[src/rtl/pipe_ctrl_pkg.sv]
// Shared encodings and the per-stage control bundle for pipe_ctrl_unit.
package pipe_ctrl_pkg;

  typedef enum logic [1:0] {
    ALU_ADD = 2'b00,
    ALU_SUB = 2'b01,
    ALU_AND = 2'b10,
    ALU_ORR = 2'b11
  } alu_op_e;

  typedef enum logic [1:0] {
    OP_DP   = 2'b00,
    OP_MEM  = 2'b01,
    OP_BR   = 2'b10,
    OP_NONE = 2'b11
  } op_e;

  typedef enum logic [3:0] {
    CC_EQ = 4'h0, CC_NE = 4'h1, CC_CS = 4'h2, CC_CC = 4'h3,
    CC_MI = 4'h4, CC_PL = 4'h5, CC_VS = 4'h6, CC_VC = 4'h7,
    CC_HI = 4'h8, CC_LS = 4'h9, CC_GE = 4'hA, CC_LT = 4'hB,
    CC_GT = 4'hC, CC_LE = 4'hD, CC_AL = 4'hE, CC_NV = 4'hF
  } cond_e;

  // Funct[4:1] encodings of the supported data-processing commands
  localparam logic [3:0] CMD_ADD = 4'b0100;
  localparam logic [3:0] CMD_SUB = 4'b0010;
  localparam logic [3:0] CMD_AND = 4'b0000;
  localparam logic [3:0] CMD_ORR = 4'b1100;

  // Control bits carried from Decode into Execute
  typedef struct packed {
    logic       pcsrc;
    logic       regw;
    logic       memtoreg;
    logic       memw;
    logic       branch;
    logic       alusrc;
    alu_op_e    aluctl;
    logic [1:0] flagw;   // [1] NZ, [0] CV
    cond_e      cond;
  } ctrl_t;

  localparam ctrl_t CTRL_NOP = '0;

endpackage

[src/rtl/pipe_ctrl_unit_cond_unit.sv]
// NZCV flags register and condition-code evaluation for the Execute stage.
// Flags written here are seen by the next instruction in E, never bypassed.
module cond_unit
  import pipe_ctrl_pkg::*;
(
  input  logic       clk,
  input  logic       reset,
  input  cond_e      cond,
  input  logic [1:0] flag_w,
  input  logic [3:0] alu_flags,
  output logic       cond_ex
);

  logic [3:0] flags;
  logic       n, z, c, v;

  assign {n, z, c, v} = flags;

  // Evaluate the E-stage condition field against the registered flags
  always_comb begin
    cond_ex = 1'b0;
    case (cond)
      CC_EQ: cond_ex = z;
      CC_NE: cond_ex = ~z;
      CC_CS: cond_ex = c;
      CC_CC: cond_ex = ~c;
      CC_MI: cond_ex = n;
      CC_PL: cond_ex = ~n;
      CC_VS: cond_ex = v;
      CC_VC: cond_ex = ~v;
      CC_HI: cond_ex = c & ~z;
      CC_LS: cond_ex = ~c | z;
      CC_GE: cond_ex = (n == v);
      CC_LT: cond_ex = (n != v);
      CC_GT: cond_ex = ~z & (n == v);
      CC_LE: cond_ex = z | (n != v);
      CC_AL: cond_ex = 1'b1;
      CC_NV: cond_ex = 1'b0;
    endcase
  end

  // NZ and CV halves update independently, only for executed instructions
  always_ff @(posedge clk) begin
    if (reset) begin
      flags <= '0;
    end else begin
      if (flag_w[1] && cond_ex) flags[3:2] <= alu_flags[3:2];
      if (flag_w[0] && cond_ex) flags[1:0] <= alu_flags[1:0];
    end
  end

endmodule

[src/rtl/pipe_ctrl_unit.sv]
// Control and hazard unit for the 5-stage ARM pipeline: decode, E/M/W
// control registers, forwarding selects and stall/flush generation.
// Option: define BRANCH_EARLY_EN to redirect taken branches from Execute;
// otherwise a taken branch travels to W as an ordinary PC write.
module pipe_ctrl_unit
  import pipe_ctrl_pkg::*;
(
  input  logic        clk,
  input  logic        reset,
  input  logic [31:0] InstrD,
  input  logic [3:0]  ALUFlags,
  input  logic        Match_1E_M,
  input  logic        Match_1E_W,
  input  logic        Match_2E_M,
  input  logic        Match_2E_W,
  input  logic        Match_12D_E,
  output logic [1:0]  RegSrcD,
  output logic [1:0]  ImmSrcD,
  output logic        ALUSrcE,
  output logic        MemtoRegE,
  output logic        BranchTakenE,
  output logic [1:0]  ALUControlE,
  output logic        MemWriteM,
  output logic        RegWriteW,
  output logic        MemtoRegW,
  output logic        PCSrcW,
  output logic [1:0]  ForwardAE,
  output logic [1:0]  ForwardBE,
  output logic        StallF,
  output logic        StallD,
  output logic        FlushD,
  output logic        FlushE
);

  ctrl_t      ctrl_d, ctrl_e;
  logic [3:0] cmd;
  logic       cond_ex, pcsrc_e;
  logic       regw_m, memw_m, memtoreg_m, pcsrc_m;
  logic       ldr_stall, pc_wr_pending;
  logic       unused_instr;

  assign cmd          = InstrD[24:21];
  assign unused_instr = ^{InstrD[19:16], InstrD[11:0]};

  // Main decoder: control bundle and Decode-stage selects from InstrD
  always_comb begin
    ctrl_d  = CTRL_NOP;
    RegSrcD = 2'b00;
    ImmSrcD = 2'b00;
    case (op_e'(InstrD[27:26]))
      OP_DP: begin
        ctrl_d.regw   = 1'b1;
        ctrl_d.alusrc = InstrD[25];
        case (cmd)
          CMD_ADD: ctrl_d.aluctl = ALU_ADD;
          CMD_SUB: ctrl_d.aluctl = ALU_SUB;
          CMD_AND: ctrl_d.aluctl = ALU_AND;
          CMD_ORR: ctrl_d.aluctl = ALU_ORR;
          default: ctrl_d.aluctl = ALU_ADD;
        endcase
        ctrl_d.flagw[1] = InstrD[20];
        ctrl_d.flagw[0] = InstrD[20] & ((cmd == CMD_ADD) | (cmd == CMD_SUB));
      end
      OP_MEM: begin
        ctrl_d.alusrc = 1'b1;
        ctrl_d.aluctl = ALU_ADD;
        ImmSrcD       = 2'b01;
        if (InstrD[20]) begin
          ctrl_d.memtoreg = 1'b1;
          ctrl_d.regw     = 1'b1;
        end else begin
          ctrl_d.memw = 1'b1;
          RegSrcD[1]  = 1'b1;
        end
      end
      OP_BR: begin
        ctrl_d.branch = 1'b1;
        ctrl_d.alusrc = 1'b1;
        ctrl_d.aluctl = ALU_ADD;
        ImmSrcD       = 2'b10;
        RegSrcD[0]    = 1'b1;
      end
      default: ;
    endcase
    ctrl_d.cond  = cond_e'(InstrD[31:28]);
    ctrl_d.pcsrc = ctrl_d.regw & (InstrD[15:12] == 4'hF);
  end

  // D->E control register; a flush inserts a bubble
  always_ff @(posedge clk) begin
    if (reset || FlushE) ctrl_e <= CTRL_NOP;
    else                 ctrl_e <= ctrl_d;
  end

  cond_unit u_cond (
    .clk       (clk),
    .reset     (reset),
    .cond      (ctrl_e.cond),
    .flag_w    (ctrl_e.flagw),
    .alu_flags (ALUFlags),
    .cond_ex   (cond_ex)
  );

`ifdef BRANCH_EARLY_EN
  assign pcsrc_e      = ctrl_e.pcsrc;
  assign BranchTakenE = ctrl_e.branch & cond_ex;
`else
  // Branches ride the PC-write path to W, so they count as a pending PC write
  assign pcsrc_e      = ctrl_e.pcsrc | ctrl_e.branch;
  assign BranchTakenE = 1'b0;
`endif

  assign ALUSrcE     = ctrl_e.alusrc;
  assign MemtoRegE   = ctrl_e.memtoreg;
  assign ALUControlE = ctrl_e.aluctl;

  // E->M register; architectural side effects gated by the condition result
  always_ff @(posedge clk) begin
    if (reset) begin
      regw_m     <= 1'b0;
      memw_m     <= 1'b0;
      memtoreg_m <= 1'b0;
      pcsrc_m    <= 1'b0;
    end else begin
      regw_m     <= ctrl_e.regw & cond_ex;
      memw_m     <= ctrl_e.memw & cond_ex;
      memtoreg_m <= ctrl_e.memtoreg;
      pcsrc_m    <= pcsrc_e & cond_ex;
    end
  end

  assign MemWriteM = memw_m;

  // M->W register
  always_ff @(posedge clk) begin
    if (reset) begin
      RegWriteW <= 1'b0;
      MemtoRegW <= 1'b0;
      PCSrcW    <= 1'b0;
    end else begin
      RegWriteW <= regw_m;
      MemtoRegW <= memtoreg_m;
      PCSrcW    <= pcsrc_m;
    end
  end

  // Forwarding: the younger producer in M takes priority over W
  always_comb begin
    ForwardAE = 2'b00;
    ForwardBE = 2'b00;
    if (Match_1E_M && regw_m)         ForwardAE = 2'b10;
    else if (Match_1E_W && RegWriteW) ForwardAE = 2'b01;
    if (Match_2E_M && regw_m)         ForwardBE = 2'b10;
    else if (Match_2E_W && RegWriteW) ForwardBE = 2'b01;
  end

  // Load-use stall, PC-write fetch hold and branch/PC-write flushes
  always_comb begin
    ldr_stall     = Match_12D_E & ctrl_e.memtoreg;
    pc_wr_pending = ctrl_d.pcsrc | pcsrc_e | pcsrc_m;
    StallF        = ldr_stall | pc_wr_pending;
    StallD        = ldr_stall;
    FlushD        = pc_wr_pending | PCSrcW | BranchTakenE;
    FlushE        = ldr_stall | BranchTakenE;
  end

endmodule

[config.mk]
export PLATFORM = sky130hd
export DESIGN_NAME = pipe_ctrl_unit
export DESIGN_NICKNAME = d
export VERILOG_FILES = /design/src/rtl/pipe_ctrl_pkg.sv /design/src/rtl/pipe_ctrl_unit_cond_unit.sv /design/src/rtl/pipe_ctrl_unit.sv
export SDC_FILE = /design/constraint.sdc
export NUM_CORES = 1
export LEC_CHECK = 0
export CAP_MARGIN = 20
export CORE_MARGIN = 5
export CORE_UTILIZATION = 58
export DETAILED_ROUTE_END_ITERATION = 16
export DONT_BUFFER_PORTS = 1
export GPL_ROUTABILITY_DRIVEN = 0
export MAX_ROUTING_LAYER = met4
export PLACE_DENSITY = 0.73
export SLEW_MARGIN = 15
export SYNTH_ARGS = -nofsm -noshare
export SYNTH_HDL_FRONTEND = slang
export SYNTH_SLANG_ARGS = --single-unit
[constraint.sdc]
create_clock -name clk -period 2.1 [get_ports clk]
set_input_delay 0.42 -clock clk [delete_from_list [all_inputs] [get_ports clk]]
set_output_delay 0.42 -clock clk [all_outputs]
set_load 0.05 [all_outputs]
==> results.py, run 1 <==
metrics = {
    "setup_path": {
        "crit_fanout": 10,
        "path_depth": 5,
        "critPathLaunchType": "register",
        "cp_top_family": "simple AND/OR/NAND/NOR gates",
        "worst_r2r_path_depth": 5,
        "regToRegSetupSlack_ns": 0.33,
        "crit_chain": "or3b_2, a31oi_1, nor4_1, nor2_1, mux2i_1",
        "critical-path-max-stage-delay_ns": 0.48,
        "cpMaxStageDelayCell": "dfxtp_1",
        "required_ns": 2.34,
        "crit_type": "register to register",
        "setup.worst_path.end_class": "register",
        "critPathArrivalTime_ns": 2.02,
        "worst-path-buf-inv": 0,
    },
    "power": {
        "powerDensity_nw_per_um2": 653,
        "power_leakage_nw": 0.561,
        "peakVddDrop_mv": 0.497,
        "finalPower_uw": 837,
    },
    "timing": {
        "setup_viol": 0,
        "slew_violations": 0,
        "holdWs_ns": 0.151,
        "final_hold_viol_count": 0,
        "period_share": 0.844,
        "rsz0062_at_grt": "false",
        "worst_slack_ns": 0.327,
        "fmax_mhz": 564,
        "period_needed_ns": 1.77,
        "worst_pin_slew_ns": 0.518,
        "clock_skew_ns": 0.00665,
        "relSlewSlack": 0.656,
        "fin_setup_tns_ns": 0,
    },
    "yosys": {
        "synthesis.instances": 127,
        "yosysWarnings": 0,
        "synthesis.area_um2": 1190,
        "synth_top_area_frac": 0.422,
        "synth.avg_cell_area_um2": 9.34,
        "synth_edf_count": 0,
        "ys.flop_type": "dfxtp_1",
        "yosys-top-cells-count": "dfxtp_1, nand2b_1, and2_1, mux2i_1, nor2_1",
        "synth_top_cell_by_area": "dfxtp_1",
        "synth.distinct_cells": 30,
        "ys_ff_latch": 25,
        "syn_nets": 175,
        "async_flop_share": 0,
        "synth_area_leaders": "dfxtp_1, mux2i_1, ha_1",
        "post-synth-top-count-cell": "dfxtp_1",
        "seq_area_frac_synth": 0.422,
    },
    "grt": {
        "grt_pass1_vias": 846,
        "grt_first_pass_wirelength_um": 3520,
        "antenna_found_initial": 0,
        "grt_max_degree": 18,
        "grt_overflow_total": 0,
        "track_usage": 0.142,
    },
    "floorplan": {
        "die_y_um": 55.2,
        "core_um2": 1960,
        "boundaryPins": 64,
        "die_area_um2": 3050,
        "initial_core_util": 0.605,
        "rows": 16,
        "die_w_um": 55.2,
    },
    "clock_tree": {
        "clk_latency_ns": 0.31,
        "cts_buffers": 3,
        "post_cts_buffers": 0,
        "root_buffer": "clkbuf_4",
        "cts_resized": 0,
        "clock_path_buffers": 2,
        "cts_hold_buf": 0,
        "cts_tree": "built",
        "cts_max_level": 1,
        "clk_pin_slew_ns": 0.14,
        "clkSinkCount": 25,
    },
    "place": {
        "place_ws_ns": 0.326,
        "dp_hpwl_um": 1740,
        "io_buffers": 0,
    },
    "drt": {
        "antenna_violating_nets_post_route": 0,
        "drc": 0,
        "drt_iter0_markers": 10,
        "via_count": 829,
        "wl_per_cell_um": 13.1,
        "drt_wl_total_um": 2100,
        "viasPerCell": 5.15,
        "firstDrtPassIters": 4,
    },
    "outcome": {
        "run_status": "completed",
    },
    "cells_and_area": {
        "drive_gt1_frac": 0.149,
        "area_growth_pct": 8.02,
        "final_nets": 183,
        "diodes": 0,
    },
    "worst_hold_path": {
        "min_path_type": "input port to register",
        "hold-path-cell-count": 1,
    },
    "flow_run": {
        "maxCapViolations": 0,
    },
}
logic make-up (layout without fill, tap and decap cells):
family | Yosys count | after routing | synth area share
other | 1 | 1 | 0.00316
AO/OA/AOI/OAI | 9 | 9 | 0.0464
AND/OR/NAND/NOR | 60 | 60 | 0.310
multiplexers | 8 | 8 | 0.0675
adder cells (fa/ha/maj) | 5 | 5 | 0.0527
buffers and inverters | 15 | 22 | 0.0686
flip-flops | 25 | 25 | 0.422
XOR/XNOR | 4 | 4 | 0.0295
path summary, 6_finish.rpt:
check / to / startpoint
min reg2reg: MemtoRegW$_SDFF_PP0_ / memtoreg_m$_SDFF_PP0_
max: u_cond.flags[2]$_SDFFE_PP0P_ / ctrl_e[0]$_SDFF_PP0_
min: regw_m$_SDFF_PP0_ / reset
max reg2reg: u_cond.flags[2]$_SDFFE_PP0P_ / ctrl_e[0]$_SDFF_PP0_
metrics by stage:
step / util / instance area [um2] / instances
after floorplan: - / 1190 / 127
after global placement: 0.638 / 1250 / 157
after detailed placement: 0.638 / 1250 / 157
after CTS: 0.653 / 1280 / 161
after global routing: 0.653 / 1280 / 161
final: 0.653 / 1280 / 161
state kept, by name, summed over array words and instances (netlist names):
name and flops:
MemWriteM 1, memtoreg_m 1, ALUSrcE 1, u_cond.flags 4, ALUControlE 2, ctrl_e 10, MemtoRegW 1, regw_m 1
pcsrc_m 1, MemtoRegE 1, RegWriteW 1, PCSrcW 1
cell type report:
type | count | area (um2)
fill | 175 | 681
sequential | 25 | 500
tap | 27 | 33.8
clock buffer | 3 | 22.5
inverter | 6 | 22.5
multi-input combinational | 87 | 604
timing repair buffer | 12 | 90.1
clock inverter | 1 | 7.51
routing by layer:
metal / up-vias / part of all wire / GRT usage
met5: - / 0 / -
met4: 0 / 0 / 0.0313
met3: 0 / 0.094 / 0.0583
met2: 31 / 0.48 / 0.240
met1: 360 / 0.43 / 0.156
li1: 438 / - / -
power breakdown:
group / leakage (nW) / internal [mW] / switching [mW]
Combinational: 0.344 / 0.0423 / 0.0733
Sequential: 0.204 / 0.487 / 0.0188
Clock: 0.0139 / 0.0726 / 0.142
cells in the final DEF (no fill, tap or decap), types with 5 or more instances in the layout:
cell type,Yosys,routed
dfxtp_1,25,25
buf_4,6,12
nand2b_1,9,9
and2_1,8,8
nor2_1,8,8
mux2i_1,8,8
nand2_1,7,7
inv_1,6,6
a21oi_1,5,5
nor2b_1,5,5
ha_1,5,5
(Power assumes the default switching activity.)
==> inputs of run 2 (changes only) <==
==> constraint.sdc (replaced) <==
create_clock -name clk -period 1.85 [get_ports clk]
set_input_delay 0.37 -clock clk [delete_from_list [all_inputs] [get_ports clk]]
set_output_delay 0.37 -clock clk [all_outputs]
set_load 0.05 [all_outputs]
==> run 2 against run 1 <==
Compared with the run above:
- clock-buffer cell count up 1
- flip-flop and latch count unchanged
- largest power group unchanged
- utilization up 1.0 points
- register-to-register slack got worse by 0.19 ns
==> results.py, run 2 (same netlist as run 1, synthesis figures left out) <==
metrics = {
    "outcome": {
        "run_status": "completed",
    },
    "timing": {
        "worst_pin_slew_ns": 0.512,
        "slew_violations": 0,
        "period_share": 0.927,
        "relSlewSlack": 0.656,
        "final_hold_viol_count": 0,
        "fmax_mhz": 583,
        "clock_skew_ns": 0.00185,
        "fin_setup_tns_ns": 0,
        "period_needed_ns": 1.71,
        "rsz0062_at_grt": "false",
        "holdWs_ns": 0.106,
        "setup_viol": 0,
    },
    "setup_path": {
        "cpMaxStageDelayCell": "or4b_1",
        "crit_chain": "or4b_1, a31oi_1, nor4_1, nor2_1, mux2i_1",
        "critical-path-max-stage-delay_ns": 0.53,
        "setup.worst_path.end_class": "register",
        "crit_end": "u_cond.flags[2]$_SDFFE_PP0P_",
        "r2r-start": "u_cond.flags[2]$_SDFFE_PP0P_",
        "crit_type": "register to register",
        "crit_fanout": 5,
        "r2r-end": "u_cond.flags[2]$_SDFFE_PP0P_",
        "critPathArrivalTime_ns": 1.97,
        "worst_r2r_path_depth": 5,
        "required_ns": 2.10,
        "crit_path_start": "u_cond.flags[2]$_SDFFE_PP0P_",
        "critPathLaunchType": "register",
        "regToRegSetupSlack_ns": 0.14,
    },
    "cells_and_area": {
        "drive_gt1_frac": 0.168,
        "largest_register": "ctrl_e",
        "largest_register_ffs": 10,
        "fillers": 170,
        "final_area_um2": 1300,
        "final_cells": 164,
        "final_nets": 186,
        "area_growth_pct": 9.70,
        "final_common_cell": "dfxtp_1",
        "final_cell_mix": "dfxtp_1, buf_4, nand2b_1",
        "diodes": 0,
    },
    "floorplan": {
        "die_w_um": 55.2,
        "initial_core_util": 0.605,
        "core_um2": 1960,
        "rows": 16,
        "boundaryPins": 64,
        "die_y_um": 55.2,
        "die_area_um2": 3050,
    },
    "place": {
        "dp.cells": 160,
        "dpl_cell_area_um2": 1270,
        "io_buffers": 0,
        "dp_hpwl_um": 1740,
    },
    "worst_hold_path": {
        "min_path_type": "input port to register",
    },
    "clock_tree": {
        "clkSinkCount": 25,
        "cts_max_level": 1,
        "clk_pin_slew_ns": 0.12,
        "cts_buffers": 3,
        "cts_tree": "built",
        "clock_path_buffers": 2,
        "root_buffer": "clkbuf_4",
        "clk_latency_ns": 0.31,
        "cts_hold_buf": 0,
    },
    "power": {
        "power.combinational.fraction": 0.145,
        "power.share.switching": 0.270,
        "clock_power_share": 0.247,
        "internal_power_uw": 691,
        "power_leakage_nw": 0.577,
        "peakVddDrop_mv": 0.458,
        "p_seq_frac": 0.608,
        "p_switching_uw": 256,
        "powerDensity_nw_per_um2": 727,
    },
    "drt": {
        "drt_iter0_markers": 9,
        "via_count": 866,
        "viasPerCell": 5.28,
        "drc": 0,
        "drt_wl_total_um": 2150,
        "firstDrtPassIters": 2,
        "wl_per_cell_um": 13.1,
        "antenna_violating_nets_post_route": 0,
    },
    "grt": {
        "track_usage": 0.147,
        "grt_first_pass_wirelength_um": 3570,
        "grt_overflow_total": 0,
        "antenna_found_initial": 0,
        "grt_max_degree": 18,
        "grt_pass1_vias": 852,
    },
    "flow_run": {
        "maxCapViolations": 0,
    },
}
==> run 2: worst max-delay path, delay by kind of cell, from the launching register on <==
family             cells  cell delay, ns
AOI/OAI and AO/OA      1            0.19
DFF                    1            0.37
muxes                  1            0.21
and+or+nand+nor        3            0.89
==> run 2: power by group through the flow <==
| stage | combinational (mW) | clock, mW | sequential, mW |
|---|---|---|---|
| after global routing | 0.149 | 0.272 | 0.577 |
| after CTS | 0.139 | 0.248 | 0.575 |
| final | 0.137 | 0.234 | 0.575 |
| after detailed placement | 0.139 | 0 | 0.587 |
| after floorplan | 0.119 | 0 | 0.583 |
| after global placement | 0.135 | 0 | 0.586 |
==> run 2: worst min path at each step <==
stage	start	to	cells after the start
after global placement	memtoreg_m$_SDFF_PP0_	MemtoRegW$_SDFF_PP0_	1
after CTS	InstrD[21]	ALUControlE[0]$_SDFF_PP0_	1
after global routing	InstrD[21]	ALUControlE[0]$_SDFF_PP0_	1
after detailed placement	memtoreg_m$_SDFF_PP0_	MemtoRegW$_SDFF_PP0_	1
final	reset	MemWriteM$_SDFF_PP0_	1
after floorplan	memtoreg_m$_SDFF_PP0_	MemtoRegW$_SDFF_PP0_	1
==> run 2: area by class of cell <==
class                           instances  area (um2)  area share
Timing Repair Buffer                   15         113      0.0865
Clock buffer                            4        26.3      0.0202
Sequential cell                        25         502       0.386
Multi-Input combinational cell         87         604       0.464
Inverter                                6        22.5      0.0173
Tap cell                               27        33.8      0.0260
==> run 2: through the flow <==
stage | total power [mW] | util | setup WS (ns)
3_3_place_gp | 0.720 | 0.649 | 0.184
5_1_grt | 0.999 | 0.663 | 0.0213
2_1_floorplan | 0.702 | - | 0.00327
3_5_place_dp | 0.725 | 0.649 | 0.133
6_report | 0.947 | 0.663 | 0.136
4_1_cts | 0.962 | 0.663 | 0.0796
==> run 2: layer usage <==
metal	wire [um]	up-vias	track usage
li1	-	437	-
met1	936	393	0.162
met2	969	34	0.230
met3	206	2	0.0583
met4	32	0	0.0729
met5	0	-	-
==> run 2: repair_timing <==
item                       CTS  global route
buffers inserted             0             0
gates resized for setup      0             1
setup endpoints to repair    0             2
==> inputs of run 3 (changes only) <==
--- a/config.mk
+++ b/config.mk
@@ -17,3 +17,4 @@
 export SYNTH_ARGS = -nofsm -noshare
 export SYNTH_HDL_FRONTEND = slang
 export SYNTH_SLANG_ARGS = --single-unit
+export TNS_END_PERCENT = 1
==> results of run 3 <==
Same layout as run 2: the final DEF is identical, and so are final timing and power.
